==> config.mk <==
export PLATFORM = sky130hd
export DESIGN_NAME = sum_accumulator
export DESIGN_NICKNAME = d
export VERILOG_FILES = /design/src/rtl/sum_accumulator.sv
export SDC_FILE = /design/constraint.sdc
export NUM_CORES = 1
export LEC_CHECK = 0
export CAP_MARGIN = 20
export CORE_MARGIN = 10
export CORE_UTILIZATION = 34
export DETAILED_ROUTE_END_ITERATION = 8
export SYNTH_ARGS = -nofsm -noshare
export SYNTH_HDL_FRONTEND = slang
export SYNTH_SLANG_ARGS = --single-unit
==> constraint.sdc <==
create_clock -name clk -period 2.7 [get_ports clk]
set_input_delay 0.54 -clock clk [delete_from_list [all_inputs] [get_ports clk]]
set_output_delay 0.54 -clock clk [all_outputs]
set_load 0.02 [all_outputs]
==> src/rtl/sum_accumulator.sv <==
// sum_accumulator: sums NUM_SAMPLES accepted inputs with saturation and presents the frame total on a valid/ready port
module sum_accumulator #(
  parameter int IN_W = 5,
  parameter int ACC_W = 10,
  parameter int NUM_SAMPLES = 8
) (
  input  logic             clk,
  input  logic             rst_n,
  input  logic [IN_W-1:0]  sum_in,
  input  logic             sum_valid,
  output logic             sum_ready,
  output logic [ACC_W-1:0] acc_out,
  output logic             acc_valid,
  input  logic             acc_ready,
  output logic             acc_sat,
  output logic             busy
);
  localparam int CNT_W = $clog2(NUM_SAMPLES) + 1;
  localparam logic [ACC_W-1:0] MAX = '1;
  localparam logic [CNT_W-1:0] LAST = CNT_W'(NUM_SAMPLES - 1);
  typedef enum logic [1:0] {IDLE, ACCUM, HOLD} state_t;
  state_t state, state_nx;
  logic [ACC_W-1:0] acc, acc_nx;
  logic [CNT_W-1:0] cnt, cnt_nx;
  logic sat, sat_nx;
  logic [ACC_W:0] sum_wide;
  logic ovf, accept, done;
  assign sum_ready = state != HOLD;
  assign acc_valid = state == HOLD;
  assign busy = state != IDLE;
  assign accept = sum_valid && sum_ready;
  assign sum_wide = {1'b0, acc} + (ACC_W + 1)'(sum_in);
  assign ovf = sum_wide[ACC_W];
  // next state and next accumulator contents; done marks the accept that completes a frame
  always_comb begin
    state_nx = state;
    acc_nx = acc;
    cnt_nx = cnt;
    sat_nx = sat;
    done = 1'b0;
    case (state)
      IDLE: if (accept) begin
        acc_nx = ACC_W'(sum_in);
        cnt_nx = CNT_W'(1);
        sat_nx = 1'b0;
        done = NUM_SAMPLES == 1;
        state_nx = done ? HOLD : ACCUM;
      end
      ACCUM: if (accept) begin
        acc_nx = ovf ? MAX : sum_wide[ACC_W-1:0];
        cnt_nx = cnt + 1'b1;
        sat_nx = sat | ovf;
        done = cnt == LAST;
        state_nx = done ? HOLD : ACCUM;
      end
      HOLD: if (acc_ready) begin
        acc_nx = '0;
        cnt_nx = '0;
        state_nx = IDLE;
      end
      default: state_nx = IDLE;
    endcase
  end
  // state register
  always_ff @(posedge clk or negedge rst_n)
    if (!rst_n) state <= IDLE;
    else state <= state_nx;
  // accumulator, count and the result registers captured when a frame completes
  always_ff @(posedge clk or negedge rst_n)
    if (!rst_n) begin
      acc <= '0;
      cnt <= '0;
      sat <= 1'b0;
      acc_out <= '0;
      acc_sat <= 1'b0;
    end else begin
      acc <= acc_nx;
      cnt <= cnt_nx;
      sat <= sat_nx;
      if (done) begin
        acc_out <= acc_nx;
        acc_sat <= sat_nx;
      end
    end
endmodule
# ---- Word-level counts from Yosys, hierarchy flattened
# Cells that the tools add are included.
dict set report totals {
  register_bits 28
  latchBits 0
  ram_bits 0
  rom_bits 0
  out_inout_bits 14
  word_cells 41
  n_memories 0
}
dict set report classes {
  add_sub_neg 2
  mul 0
  n_div 0
  n_lt_le_gt_ge 0
  n_eq_ne 7
  shift 0
  muxes 19
  n_bitwise 1
  reduce_logical 6
}
# cell count
set op_table {}
lappend op_table {{2-to-1 mux 10 bit} 4}
lappend op_table {{one-hot mux 10 bit (3 select lines)} 1}
lappend op_table {{2-to-1 mux 4 bit} 3}
lappend op_table {{one-hot mux 4 bit (3 select lines)} 1}
lappend op_table {{adder 10 x 5 -> 11 bit} 1}
lappend op_table {{2-to-1 mux 2 bit} 4}
lappend op_table {{!= test 2 bit (second input constant)} 3}
lappend op_table {{one-hot mux 2 bit (3 select lines)} 1}
lappend op_table {{adder 4 x 1 -> 4 bit (second input constant)} 1}
lappend op_table {{== test 4 x 3 -> 1 bit (second input constant)} 1}
lappend op_table {{2-to-1 mux 1 bit} 4}
lappend op_table {{AND reduction 4 bit} 1}
lappend op_table {{AND reduction 3 bit} 1}
lappend op_table {{nonzero test 3 bit} 1}
lappend op_table {{== test 2 x 1 -> 1 bit (second input constant)} 1}
lappend op_table {{== test 2 bit (second input constant)} 1}
lappend op_table {{logical NOT 2 bit} 1}
lappend op_table {{!= test 2 x 1 -> 1 bit (second input constant)} 1}
lappend op_table {{one-hot mux 1 bit (2 select lines)} 1}
lappend op_table {{nonzero test 2 bit} 1}
lappend op_table {{logical AND 1 bit} 1}
lappend op_table {{bitwise OR 1 bit} 1}

# ---- Depth between registers and ports, before layout
# Gate-level depths: netlist (run 1).
dict set report logic_depth {
  depth_word 4
  depth_mapped 8
  ltp_nobuf 7
}

# ---- Worst setup path before layout (run 1)
# Ideal clock, no wire load.
dict set report synth_timing {
  path_kind {in2reg}
  from {input sum_in[0]}
  to {register acc_out[1]}
  arrival_ns 2.310
  required_time_ns 2.565
  slack_ns 0.255
  stages 7
  path_buffers 0
  path_cell_list {ha_1 > fa_1 > a211oi_1 > o21bai_1 > and3_1 > a2111oi_2 > o31ai_1}
}
dict set report synth_between {
  elab_chain_len 4
}
# item line_no
set synth_lines {}
lappend synth_lines {{start: declaration} 9} ;# input logic [IN_W-1:0] sum_in,
lappend synth_lines {{adder 10 x 5 -> 11 bit} 32} ;# assign sum_wide = {1'b0, acc} + (ACC_W + 1)'(sum_in);
lappend synth_lines {{2-to-1 mux 10 bit} 50} ;# acc_nx = ovf ? MAX : sum_wide[ACC_W-1:0];
lappend synth_lines {{2-to-1 mux 10 bit} 49} ;# ACCUM: if (accept) begin
lappend synth_lines {{one-hot mux 10 bit (3 select lines)} 41} ;# case (state)
lappend synth_lines {{end signal: assignment} 81} ;# acc_out <= acc_nx;
lappend synth_lines {{end: declaration} 12} ;# output logic [ACC_W-1:0] acc_out,
# Every way passes these cells.
# A chain may end at the register's enable or synchronous reset.

# ---- Final worst setup path (run 1)
dict set report layout_timing {
  from {input sum_in[0]}
  to {register acc_out[8]}
}
dict set report layout_between {
  elab_chain_len 4
}
# item line_no
set layout_lines {}
lappend layout_lines {{adder 10 x 5 -> 11 bit} 32}
lappend layout_lines {{2-to-1 mux 10 bit} 50}
lappend layout_lines {{2-to-1 mux 10 bit} 49}
lappend layout_lines {{one-hot mux 10 bit (3 select lines)} 41}
lappend layout_lines {{named net acc_nx[8]} 23} ;# logic [ACC_W-1:0] acc, acc_nx;
# The timed path passes the listed nets, and every way through them passes these cells.

==> results.yml, run 1 <==
route:
  vias: 1524
  drtIter0Drc: 69
  vias_per_cell: 5.20
  firstDrtPassIters: 5
  finalWirelength_mm: 4.26
  drc: 0
  routedWlPerCell_um: 14.5
  drtAntennaViolNets: 0
timing:
  skew_ps: 2.41
  hold_violations: 0
  grt_setup_unrepaired: "false"
  timing.slew.headroom: 0.633
  worst_pin_slew_ps: 550
  fin_ws_ps: 206
  finalCritPeriodShare: 0.924
  setup_viol: 0
  timing.fmax_mhz: 401
  period_minus_slack_ps: 2490
  hold-worst-slack_ps: 488
  slew_violations: 0
floorplanning:
  die_x_um: 92.1
  start_util: 0.348
  rows: 26
  die_y_um: 92.1
  core-area_um2: 5070
  die_area_um2: 8480
  ios: 23
setup_path:
  crit_arrival_ps: 2670
  path_class: "in2reg"
  cp-startpoint: "sum_in[0]"
  r2r_end: "acc_out[8]"
  startpoint_type: "input pin"
  timing.critical_path.fanout_max: 6
  rr_worst_depth: 8
  crit_slowest_cell: "clkdlybuf4s50_1"
  worstSetupEndpointType: "register"
  required_ps: 2870
  rrSetupSlack_ps: 530
  crit_chain: "clkdlybuf4s50_1 > ha_1 > fa_2 > a211oi_2 > o21bai_1 > buf_4 > nor3b_1 > o22a_1 > mux2_2"
  critPathMaxStageDelay_ps: 420
  reg2reg_from: "acc[0]"
synthesis:
  synth.top_cell.area_share: 0.397
  syn_area_um2: 1770
  yosysTopAreaCell: "dfrtp_1"
  synth_warnings: 0
  postSynthAreaPerCell_um2: 9.45
  ys_top_cells_by_area: "dfrtp_1 40%, ha_1 7.1%, mux2_2 4.5%"
  synth.distinct_cells: 55
  synthCells: 187
  synth_seq_cells: 28
  synth_seq_area_share: 0.397
  synth_ff_type: "dfrtp_1"
  synth_edf_count: 0
  syn-num-nets: 207
  ys_async_sr_fraction: 1.00
grt:
  grt_overflow: 0
  antenna_found_initial: 0
  grt_pass1_vias: 1490
  grt.total_usage: 0.101
  grt_first_pass_wirelength_mm: 7.15
  grt_max_degree: 29
final_layout:
  fill_cells: 511
  diodes: 0
  layout-drive-gt1-share: 0.170
  syn_to_final_growth_pct: 25.6
  layout_common_cells: "28 x dfrtp_1, 22 x clkdlybuf4s50_1, 18 x nand2_1, 18 x buf_4, 15 x a21oi_1"
  nNetsFinal: 245
  final_common_cell: "dfrtp_1"
placement:
  place_congestion: 0.892
  dp_hpwl_mm: 3.31
  portBuffers: 22
  pre_cts_ws_ps: -259
power:
  power_density_nw_per_um2: 837
  p_leak_nw: 1.00
  max-vdd-ir-drop_v: 0.000370
clock_tree:
  numCtsBuffers: 3
  clk_latency_ps: 280
  htreeDepth: 1
  cts_root_buf: "clkbuf_8"
  hold_buffers: 0
  cts.sinks: 28
  cts_tree: "yes"
  clkTransAtPathRegs_ps: 90
  clock_path_buffers: 2
hold_path:
  whs_path_depth: 1
  min_path_type: "reg2reg"
  holdPathEnd: "acc_out[9]"
  min-delay-start: "acc_out[9]"
job:
  max-cap-violations: 0
status:
  outcome: "completed"
==> cell usage after synthesis (2+ instances only) <==
master     n
a21o_1     5
a21oi_1   15
a222oi_1   2
a22oi_1    2
a31oi_1    2
and3_1     2
clkbuf_1   2
dfrtp_1   28
ha_1      10
inv_1      5
mux2_2     7
nand2_1   18
nand2b_1   4
nand3_1    8
nand4_1    3
nand4b_1   2
nor2_1    11
nor2b_1    4
nor3_1     4
nor3b_1    2
o21ai_0   12
o31ai_1    2
or3_1      3
xnor2_1    3
==> metrics by stage <==
step,total power (W),instance area (um2),setup TNS (ps),util,instances
2_1_floorplan,0.00129,1770,0,-,187
3_3_place_gp,0.00161,2160,-1900,0.426,289
3_5_place_dp,0.00162,2160,-2470,0.426,289
4_1_cts,0.00187,2200,0,0.434,292
5_1_grt,0.00201,2220,0,0.437,293
6_report,0.00186,2220,0,0.437,293
==> per-layer routing <==
| metal | up-vias | track usage | wire length (um) |
|---|---|---|---|
| met3 | 4 | 0.0269 | 192 |
| met5 | - | 0 | 0 |
| met4 | 0 | 0.0270 | 42 |
| met1 | 726 | 0.127 | 2050 |
| met2 | 29 | 0.166 | 1980 |
| li1 | 765 | - | - |
==> worst max-delay path, delay by kind of cell <==
family,cells,cell delay [ps]
compound gates,3,540
fa+ha+maj,2,600
buf+inv,2,580
mux,1,260
simple gates,1,130
==> cell type report <==
type | instances | area (um2) | share of cell area
Clock buffer | 3 | 41.3 | 0.0186
Multi-Input combinational cell | 146 | 1010 | 0.456
Inverter | 6 | 22.5 | 0.0102
Sequential cell | 28 | 701 | 0.316
Timing Repair Buffer | 40 | 355 | 0.160
Tap cell | 70 | 87.6 | 0.0395
==> registers in the layout, summed over array words and instances, names as in the netlist <==
register / cells
acc: 10
sat: 1
acc_sat: 1
acc_out: 10
cnt: 4
state: 2
==> worst max path at each step <==
stage                 endpoint  cells past startpoint
floorplan           acc_out[1]                      7
global placement    acc_out[5]                      9
detailed placement  acc_out[5]                      9
CTS                 acc_out[5]                      9
global route        acc_out[9]                      9
finish              acc_out[8]                      9
==> power by group <==
part | internal (W) | total [W] | switching [W]
combinational | 0.000477 | 0.000992 | 0.000514
clock | 0.000101 | 0.000233 | 0.000132
sequential | 0.000529 | 0.000632 | 0.000103
==> logic make-up after synthesis <==
group	after synthesis	synth area share
xor+xnor	3	0.0149
mux	8	0.0531
fa+ha+maj	11	0.0822
compound gates	54	0.203
buf+inv	13	0.0354
flops	28	0.397
simple gates	70	0.215
==> repair_timing <==
| item | in CTS | in global routing |
|---|---|---|
| setup buffers | 0 | 1 |
| endpoints found under the hold margin | 0 | 0 |
| endpoints found under the setup margin | 0 | 10 |
| gates resized for setup | 0 | 3 |
Note: power is estimated with default switching activity, not from simulation.
==> inputs of run 2 (changes only) <==
Settings changed: ABC_CLOCK_PERIOD_IN_PS set to 2700.
==> results of run 2 <==
Final layout, timing and power as in run 1 (identical DEF).
